--- config.mk ---
export PLATFORM = sky130hd
export DESIGN_NAME = mem_stage_lsu
export DESIGN_NICKNAME = d
export VERILOG_FILES = /design/src/rtl/lsu_pkg.sv /design/src/rtl/mem_stage_lsu_load_align.sv /design/src/rtl/mem_stage_lsu.sv
export SDC_FILE = /design/constraint.sdc
export NUM_CORES = 1
export LEC_CHECK = 0
export BUFFER_PORTS_ARGS = -buffer_cell sky130_fd_sc_hd__buf_2
export CAP_MARGIN = 10
export CORE_MARGIN = 1
export CORE_UTILIZATION = 51
export CTS_BUF_LIST = sky130_fd_sc_hd__clkbuf_8
export CTS_CLUSTER_SIZE = 8
export DETAILED_ROUTE_END_ITERATION = 7
export GPL_TIMING_DRIVEN = 0
export HOLD_SLACK_MARGIN = 0.03
export PLACE_DENSITY_LB_ADDON = 0.2
export SYNTH_ARGS = -nofsm -noshare
export SYNTH_HDL_FRONTEND = slang
export SYNTH_SLANG_ARGS = --single-unit
--- constraint.sdc ---
create_clock -name clk -period 9.4 [get_ports clk]
set_input_delay 2.35 -clock clk [delete_from_list [all_inputs] [get_ports clk]]
set_output_delay 2.35 -clock clk [all_outputs]
set_load 0.01 [all_outputs]
--- src/rtl/lsu_pkg.sv ---
// Shared types and helpers for the MEM-stage load/store unit.
package lsu_pkg;

  typedef enum logic [1:0] {IDLE, REQ, WAIT, DONE} lsu_state_e;

  typedef enum logic [1:0] {SZ_B, SZ_H, SZ_W} lsu_size_e;

  localparam logic [2:0] F3_B  = 3'b000;
  localparam logic [2:0] F3_H  = 3'b001;
  localparam logic [2:0] F3_W  = 3'b010;
  localparam logic [2:0] F3_BU = 3'b100;
  localparam logic [2:0] F3_HU = 3'b101;

  localparam int MS_WRITE = 0;
  localparam int MS_READ  = 1;
  localparam int MS_F3_LO = 2;

  // Stores only recognise SB/SH; loads also accept the unsigned byte/half forms.
  function automatic lsu_size_e acc_size(input logic is_write, input logic [2:0] f3);
    lsu_size_e sz;
    sz = SZ_W;
    if (is_write) begin
      case (f3)
        F3_B:    sz = SZ_B;
        F3_H:    sz = SZ_H;
        default: sz = SZ_W;
      endcase
    end else begin
      case (f3)
        F3_B, F3_BU: sz = SZ_B;
        F3_H, F3_HU: sz = SZ_H;
        default:     sz = SZ_W;
      endcase
    end
    return sz;
  endfunction

  function automatic logic is_misaligned(input lsu_size_e sz, input logic [1:0] lo);
    logic m;
    case (sz)
      SZ_H:    m = lo[0];
      SZ_W:    m = (lo != 2'b00);
      default: m = 1'b0;
    endcase
    return m;
  endfunction

  function automatic logic [3:0] store_be(input lsu_size_e sz, input logic [1:0] lo);
    logic [3:0] be;
    case (sz)
      SZ_B:    be = 4'b0001 << lo;
      SZ_H:    be = 4'b0011 << {lo[1], 1'b0};
      default: be = 4'b1111;
    endcase
    return be;
  endfunction

  function automatic logic [31:0] store_data(input lsu_size_e sz, input logic [31:0] d);
    logic [31:0] r;
    case (sz)
      SZ_B:    r = {4{d[7:0]}};
      SZ_H:    r = {2{d[15:0]}};
      default: r = d;
    endcase
    return r;
  endfunction

endpackage

--- src/rtl/mem_stage_lsu_load_align.sv ---
// Lane select and sign/zero extension of a 32-bit read word by funct3 and addr[1:0].
module lsu_load_align
  import lsu_pkg::*;
(
  input  logic [31:0] i_rdata,
  input  logic [2:0]  i_f3,
  input  logic [1:0]  i_lo,
  output logic [31:0] o_data
);

  logic [7:0]  w_byte;
  logic [15:0] w_half;

  always_comb begin
    w_byte = i_rdata[{i_lo, 3'b000} +: 8];
    w_half = i_rdata[{i_lo[1], 4'b0000} +: 16];
    case (i_f3)
      F3_B:    o_data = {{24{w_byte[7]}}, w_byte};
      F3_BU:   o_data = {24'd0, w_byte};
      F3_H:    o_data = {{16{w_half[15]}}, w_half};
      F3_HU:   o_data = {16'd0, w_half};
      default: o_data = i_rdata;
    endcase
  end

endmodule

--- src/rtl/mem_stage_lsu.sv ---
// MEM-stage load/store unit: req/gnt/rvalid data bus master with pipeline stall.
// Optional misaligned-access trap enabled by defining LSU_MISALIGN_TRAP_EN.
module mem_stage_lsu
  import lsu_pkg::*;
#(
  parameter int AW = 32,
  parameter int DW = 32
) (
  input  logic          clk,
  input  logic          rst,
  input  logic          valid_i,
  input  logic [4:0]    mem_signal_i,
  input  logic [AW-1:0] addr_i,
  input  logic [DW-1:0] wdata_i,
  output logic          stall_o,
  output logic [DW-1:0] load_data_o,
  output logic          load_valid_o,
  output logic          misalign_o,
  output logic          dmem_req_o,
  output logic          dmem_we_o,
  output logic [AW-1:0] dmem_addr_o,
  output logic [3:0]    dmem_be_o,
  output logic [DW-1:0] dmem_wdata_o,
  input  logic          dmem_gnt_i,
  input  logic          dmem_rvalid_i,
  input  logic [DW-1:0] dmem_rdata_i
);

  lsu_state_e    r_state, w_state_nxt;
  logic          w_write, w_read, w_acc, w_mis;
  logic [2:0]    w_f3;
  lsu_size_e     w_size;
  logic [AW-1:0] w_addr;
  logic [3:0]    w_be;
  logic [DW-1:0] w_wdata;
  logic          w_req, w_stall;
  logic [DW-1:0] w_fmt;

  logic          r_we;
  logic [AW-1:0] r_addr;
  logic [3:0]    r_be;
  logic [DW-1:0] r_wdata;
  logic [2:0]    r_f3;
  logic [1:0]    r_lo;
  logic [DW-1:0] r_load_data;
  logic          r_load_valid;
  logic          r_misalign;

  // A set MemWrite wins over MemRead.
  assign w_write = mem_signal_i[MS_WRITE];
  assign w_read  = mem_signal_i[MS_READ];
  assign w_f3    = mem_signal_i[MS_F3_LO +: 3];
  assign w_acc   = valid_i & (w_write | w_read);
  assign w_size  = acc_size(w_write, w_f3);
  assign w_addr  = {addr_i[AW-1:2], 2'b00};
  assign w_be    = w_write ? store_be(w_size, addr_i[1:0]) : 4'b1111;
  assign w_wdata = store_data(w_size, wdata_i);

`ifdef LSU_MISALIGN_TRAP_EN
  assign w_mis = is_misaligned(w_size, addr_i[1:0]);
`else
  assign w_mis = 1'b0;
`endif

  always_comb begin
    w_state_nxt = r_state;
    w_req       = 1'b0;
    w_stall     = 1'b0;
    case (r_state)
      IDLE: begin
        if (w_acc) begin
          w_stall = 1'b1;
          if (w_mis) begin
            w_state_nxt = DONE;
          end else begin
            w_req = 1'b1;
            if (dmem_gnt_i) w_state_nxt = w_write ? DONE : WAIT;
            else            w_state_nxt = REQ;
          end
        end
      end
      REQ: begin
        w_req   = 1'b1;
        w_stall = 1'b1;
        if (dmem_gnt_i) w_state_nxt = r_we ? DONE : WAIT;
      end
      WAIT: begin
        w_stall = 1'b1;
        if (dmem_rvalid_i) w_state_nxt = DONE;
      end
      DONE: w_state_nxt = IDLE;
      default: w_state_nxt = IDLE;
    endcase
    // Reset must drop the bus request and stall even while valid_i is held.
    if (rst) begin
      w_req   = 1'b0;
      w_stall = 1'b0;
    end
  end

  always_ff @(posedge clk or posedge rst) begin
    if (rst) begin
      r_state      <= IDLE;
      r_load_valid <= 1'b0;
      r_misalign   <= 1'b0;
      r_load_data  <= '0;
    end else begin
      r_state      <= w_state_nxt;
      r_load_valid <= (r_state == WAIT) && dmem_rvalid_i;
      r_misalign   <= (r_state == IDLE) && w_acc && w_mis;
      if ((r_state == WAIT) && dmem_rvalid_i) r_load_data <= w_fmt;
    end
  end

  // Access capture: keeps the bus stable through REQ and formats in WAIT.
  always_ff @(posedge clk) begin
    if ((r_state == IDLE) && w_acc) begin
      r_we    <= w_write;
      r_addr  <= w_addr;
      r_be    <= w_be;
      r_wdata <= w_wdata;
      r_f3    <= w_f3;
      r_lo    <= addr_i[1:0];
    end
  end

  lsu_load_align u_align (
    .i_rdata (dmem_rdata_i),
    .i_f3    (r_f3),
    .i_lo    (r_lo),
    .o_data  (w_fmt)
  );

  assign dmem_req_o   = w_req;
  assign stall_o      = w_stall;
  assign dmem_we_o    = (r_state == IDLE) ? w_write : r_we;
  assign dmem_addr_o  = (r_state == IDLE) ? w_addr  : r_addr;
  assign dmem_be_o    = (r_state == IDLE) ? w_be    : r_be;
  assign dmem_wdata_o = (r_state == IDLE) ? w_wdata : r_wdata;
  assign load_data_o  = r_load_data;
  assign load_valid_o = r_load_valid;
  assign misalign_o   = r_misalign;

endmodule

After elaboration in Yosys (flattened, before gate mapping)
Cells that the tools add are included.

Shift operators: 4. Equal/unequal tests: 13. Reductions and logical operators: 10. Mux-type cells: 23. Bitwise gates (word level): 2.

Operator list (number): $pmux 32 s4 (1); $mux 32 (2); $pmux 32 s2 (1); $shiftx 32x6->16 (1); $shiftx 32x6->8 (1); $eq 3x3->1 const B (4); $mux 2 (5); $mux 4 (2); $pmux 2 s2 (2); $pmux 2 s4 (1); $pmux 4 s2 (1); $eq 3x1->1 const B (2); $logic_not 3->1 (2); $mux 1 (6); $ne 2x2->1 const B (3); $reduce_or 2->1 (3); $eq 2x1->1 const B (2); $eq 2x2->1 const B (2); $logic_not 2->1 (2); $pmux 1 s2 (2); $shl 1x2->4 const A (1); $shl 2x2->4 const A (1); $reduce_and 3->1 (1); $logic_and 1x1->1 (2); 2 further kinds (2).

Word-level logic and storage cells: 61. Register bits: 107.

Longest topological paths before layout
Depth after elaboration: 8. Depth in mapped cells: 8. Depth with buffers taken out: 7.

Modules after synthesis
A second synthesis with hierarchy kept.

Cells, all modules: 402. Area, all modules: 5534.1 µm².

Modules (own cells, without submodules): mem_stage_lsu (cells each 293, area an instance 4906.0 µm², times used 1, sequential area each 3037.9 µm²); lsu_load_align (cells each 109, area an instance 628.1 µm², times used 1, sequential area each 0.0 µm²).

Least setup slack after synthesis
OpenSTA, ideal clock, no wires.

Path type: input -> output. Start: input mem_signal_i[0]. End: output stall_o. Stages on the path: 4. Setup slack: 1.112 ns. Required time: 7.050 ns. Data arrival time: 5.938 ns. Path buffers: 0. Path through: o21ai_0 nor2_1 nor2_1 nor3_1.

Word-level cells in the longest chain between the ends: 5.

RTL lines: from (decl) (RTL line mem_stage_lsu.sv:12) `input logic [4:0] mem_signal_i,`; $or 1x1->1 (RTL line mem_stage_lsu.sv:53) `assign w_acc = valid_i & (w_write | w_read);`; $and 1x1->1 (RTL line mem_stage_lsu.sv:53); $mux 1; $pmux 1 s2 (RTL line mem_stage_lsu.sv:69) `case (r_state)`; $mux 1 (RTL line mem_stage_lsu.sv:95) `if (rst) begin`; to (decl) (RTL line mem_stage_lsu.sv:15) `output logic stall_o,`.

Every way passes these cells.

Final worst setup path
Start: input mem_signal_i[0]. End: output dmem_wdata_o[10].

Word-level cells in the longest chain between the ends: 4.

RTL lines: $mux 2 * (RTL line lsu_pkg.sv:22) `if (is_write) begin`; $eq 2x1->1 / $logic_not 2->1 (equally long branches) (RTL line lsu_pkg.sv:60) `case (sz)`; $pmux 32 s2 * (RTL line lsu_pkg.sv:60); net w_wdata[10] (RTL line mem_stage_lsu.sv:35) `logic [DW-1:0] w_wdata;`; $mux 32 * (RTL line mem_stage_lsu.sv:139) `assign dmem_wdata_o = (r_state == IDLE) ? w_wdata : r_wdata;`; to (decl) (RTL line mem_stage_lsu.sv:23) `output logic [DW-1:0] dmem_wdata_o,`.

The timed path passes the listed nets; every way through them passes the cells marked *.

==> impl_metrics.tcl <==
set metrics [dict create \
    drv_cap 0 \
    synth.ff_latch_count 107 \
    die_y_um 105 \
    drive_above_1_share_pct 51.1 \
    design_power_total_uw 1820 \
    numPortBuffers 207 \
    tightest_slew_ps 863 \
    synth_area_leader_cell "edfxtp_1" \
    chipWidth_um 105 \
    antennaDiodeCount 0 \
    setup_viol 0 \
    h-tree-depth 3 \
    dp_hpwl_um 10100 \
    firstDrtPassIters 5 \
    start_kind "input pin" \
    r2r_slack_ps 7140 \
    ys.flop_type "edfxtp_1" \
    hold_viol 0 \
    dp_slack_ps 3100 \
    worst_hold_path_type "reg2reg" \
    cp.required_ps 7050 \
    setup.worst_path.end_class "output pin" \
    seq_area_frac_synth_pct 56.2 \
    yosys-top-cells-area "edfxtp_1 40%, dfrtp_1 16%, mux2_2 15%" \
    max_freq_mhz 159 \
    cts_resized 0 \
    grt_pass1_vias 4222 \
    cp-endpoint "dmem_wdata_o[10]" \
    cts.hold.buffers_added 0 \
    cts_buffers 9 \
    area_delta_synth_final_pct 28.2 \
    max_slew_margin_pct 42.4 \
    via_count 4250 \
    dieArea_um2 11000 \
    grt-ovfl-total 0 \
    netlist_area_um2 5410 \
    post_cts_buffers 0 \
    holdPathStages 2 \
    final_cells 800 \
    cts_buffer_depth 2 \
    cts_tree "yes" \
    period_needed_ps 6280 \
    antenna_found_initial 0 \
    clockRootBuffer "clkbuf_8" \
    worst_slack_ps 3120 \
    r2r_start "r_state[0]" \
    grt_start_max_net_pins 34 \
    cts.clk_slew.worst_paths_ps 90 \
    dp.cells 785 \
    async_reset_ff_share_pct 32.7 \
    design_area_um2 6940 \
    r2r_cells 5 \
    wirelength_um 13500 \
    ant_nets 0 \
    final_util_pct 67.2 \
    startpoint "mem_signal_i[0]" \
    syn_avg_cell_area_um2 12.4 \
    skew_ps 11.1 \
    track_usage_pct 25.0 \
    ys_warn_count 0 \
    routedWlPerCell_um 16.8 \
    synth_edf_count 72 \
    initial_core_util_pct 52.4 \
    clk_latency_ps 370 \
    fin_crit_sh_pct 66.8 \
    fin_nets 770 \
    power.leakage_uw 0.00297 \
    power.density_nw_per_um2 263 \
    place_area_um2 6710 \
    grt_pass1_wl_um 21300 \
    vdd_drop_max_mv 0.141 \
    yosysUniqueCellTypes 39 \
    drc_errors 0 \
    io_pins 211 \
    rows 37 \
    status "finished, final reports clean" \
    cts_sinks 107 \
    report.final.slew_viol_count 0 \
    synth_top_cell_area_share_pct 40.0 \
    critPathKind "in2out" \
    critPathArrivalTime_ps 3930 \
    coreArea_um2 10300 \
    synthCells 437 \
    rsz0062_at_grt "false" \
    worst_r2r_endpoint "r_wdata[17]" \
    gp_congestion 0.881 \
    drtIter0Drc 201 \
    worstPathMaxFanout 8 \
    viasPerCell 5.31 \
]
-- power by group --
part	switching [µW]	internal [µW]
combinational	448	363
clock	158	175
sequential	49.9	629
-- Yosys cell counts, drive strengths merged (8+ instances only) --
| library cell | n |
|---|---|
| a21oi | 58 |
| buf | 22 |
| clkbuf | 8 |
| dfrtp | 35 |
| edfxtp | 72 |
| inv | 8 |
| mux2 | 78 |
| mux2i | 15 |
| nand2 | 16 |
| nand3b | 10 |
| nor2 | 63 |
| o21ai | 17 |
-- per-stage QoR --
stage	hold slack [ps]	TNS (ps)
after floorplan	516	0
after global placement	482	-954
after detailed placement	470	0
after CTS	513	0
after global routing	540	0
final	507	0
-- critical path, stage by stage --
cell and delay [ps]:
buf_2 130, a21oi_2 310, nor2b_1 200, buf_6 190, mux2_4 320, mux2_2 270
buf_2 140
-- metal layers --
| layer | up-vias | part of all wire, % | track usage, % |
|---|---|---|---|
| met2 | 183 | 50 | 42.1 |
| met3 | 15 | 7.5 | 6.74 |
| met5 | - | 0 | 0 |
| met4 | 0 | 1.4 | 6.74 |
| met1 | 2020 | 41 | 31.7 |
| li1 | 2032 | - | - |
-- state kept, by name (all words and copies together) (netlist names) --
signal        count
r_we              1
r_addr           30
r_state           2
r_f3              3
r_lo              2
r_be              4
load_data_o      32
load_valid_o      1
r_wdata          32
-- final cells by class --
type	instances	area, µm²
plain buffers	30	166
repair buffers	210	1110
inverters	9	33.8
clock buffers	9	124
fillers	835	3390
multi-input cells	293	2190
flip-flops and latches	107	3040
well taps	136	170
clock inverters	6	106
-- cell families (layout without fill, tap and decap cells) --
logic type / after synthesis / after routing / synth area share [%]
other: 1 / 3 / 0.0693
adders and majority gates: 4 / 4 / 0.925
AOI/OAI and AO/OA: 91 / 91 / 10.7
buffers and inverters: 39 / 264 / 3.70
and+or+nand+nor: 101 / 101 / 8.42
muxes: 94 / 94 / 20.0
DFF: 107 / 107 / 56.2
-- worst min-delay path by stage --
stage / start / end / slack (ps)
after CTS: load_data_o[6] / load_data_o[6] / 510
after global routing: load_data_o[6] / load_data_o[6] / 540
after detailed placement: load_data_o[6] / load_data_o[6] / 470
after global placement: load_data_o[0] / load_data_o[0] / 480
after floorplan: load_data_o[0] / load_data_o[0] / 520
final: load_data_o[6] / load_data_o[6] / 510
-- cells in the final DEF, fill, tap and decap left out, types with 10 or more instances in the layout --
cell type	instances
mux2_2	70
nor2_1	62
mux2i_1	15
edfxtp_1	72
nand3b_1	10
nand2_1	15
buf_2	220
o21ai_0	17
a21oi_1	47
dfrtp_1	35
No activity file was read; power rests on OpenSTA's default activity.
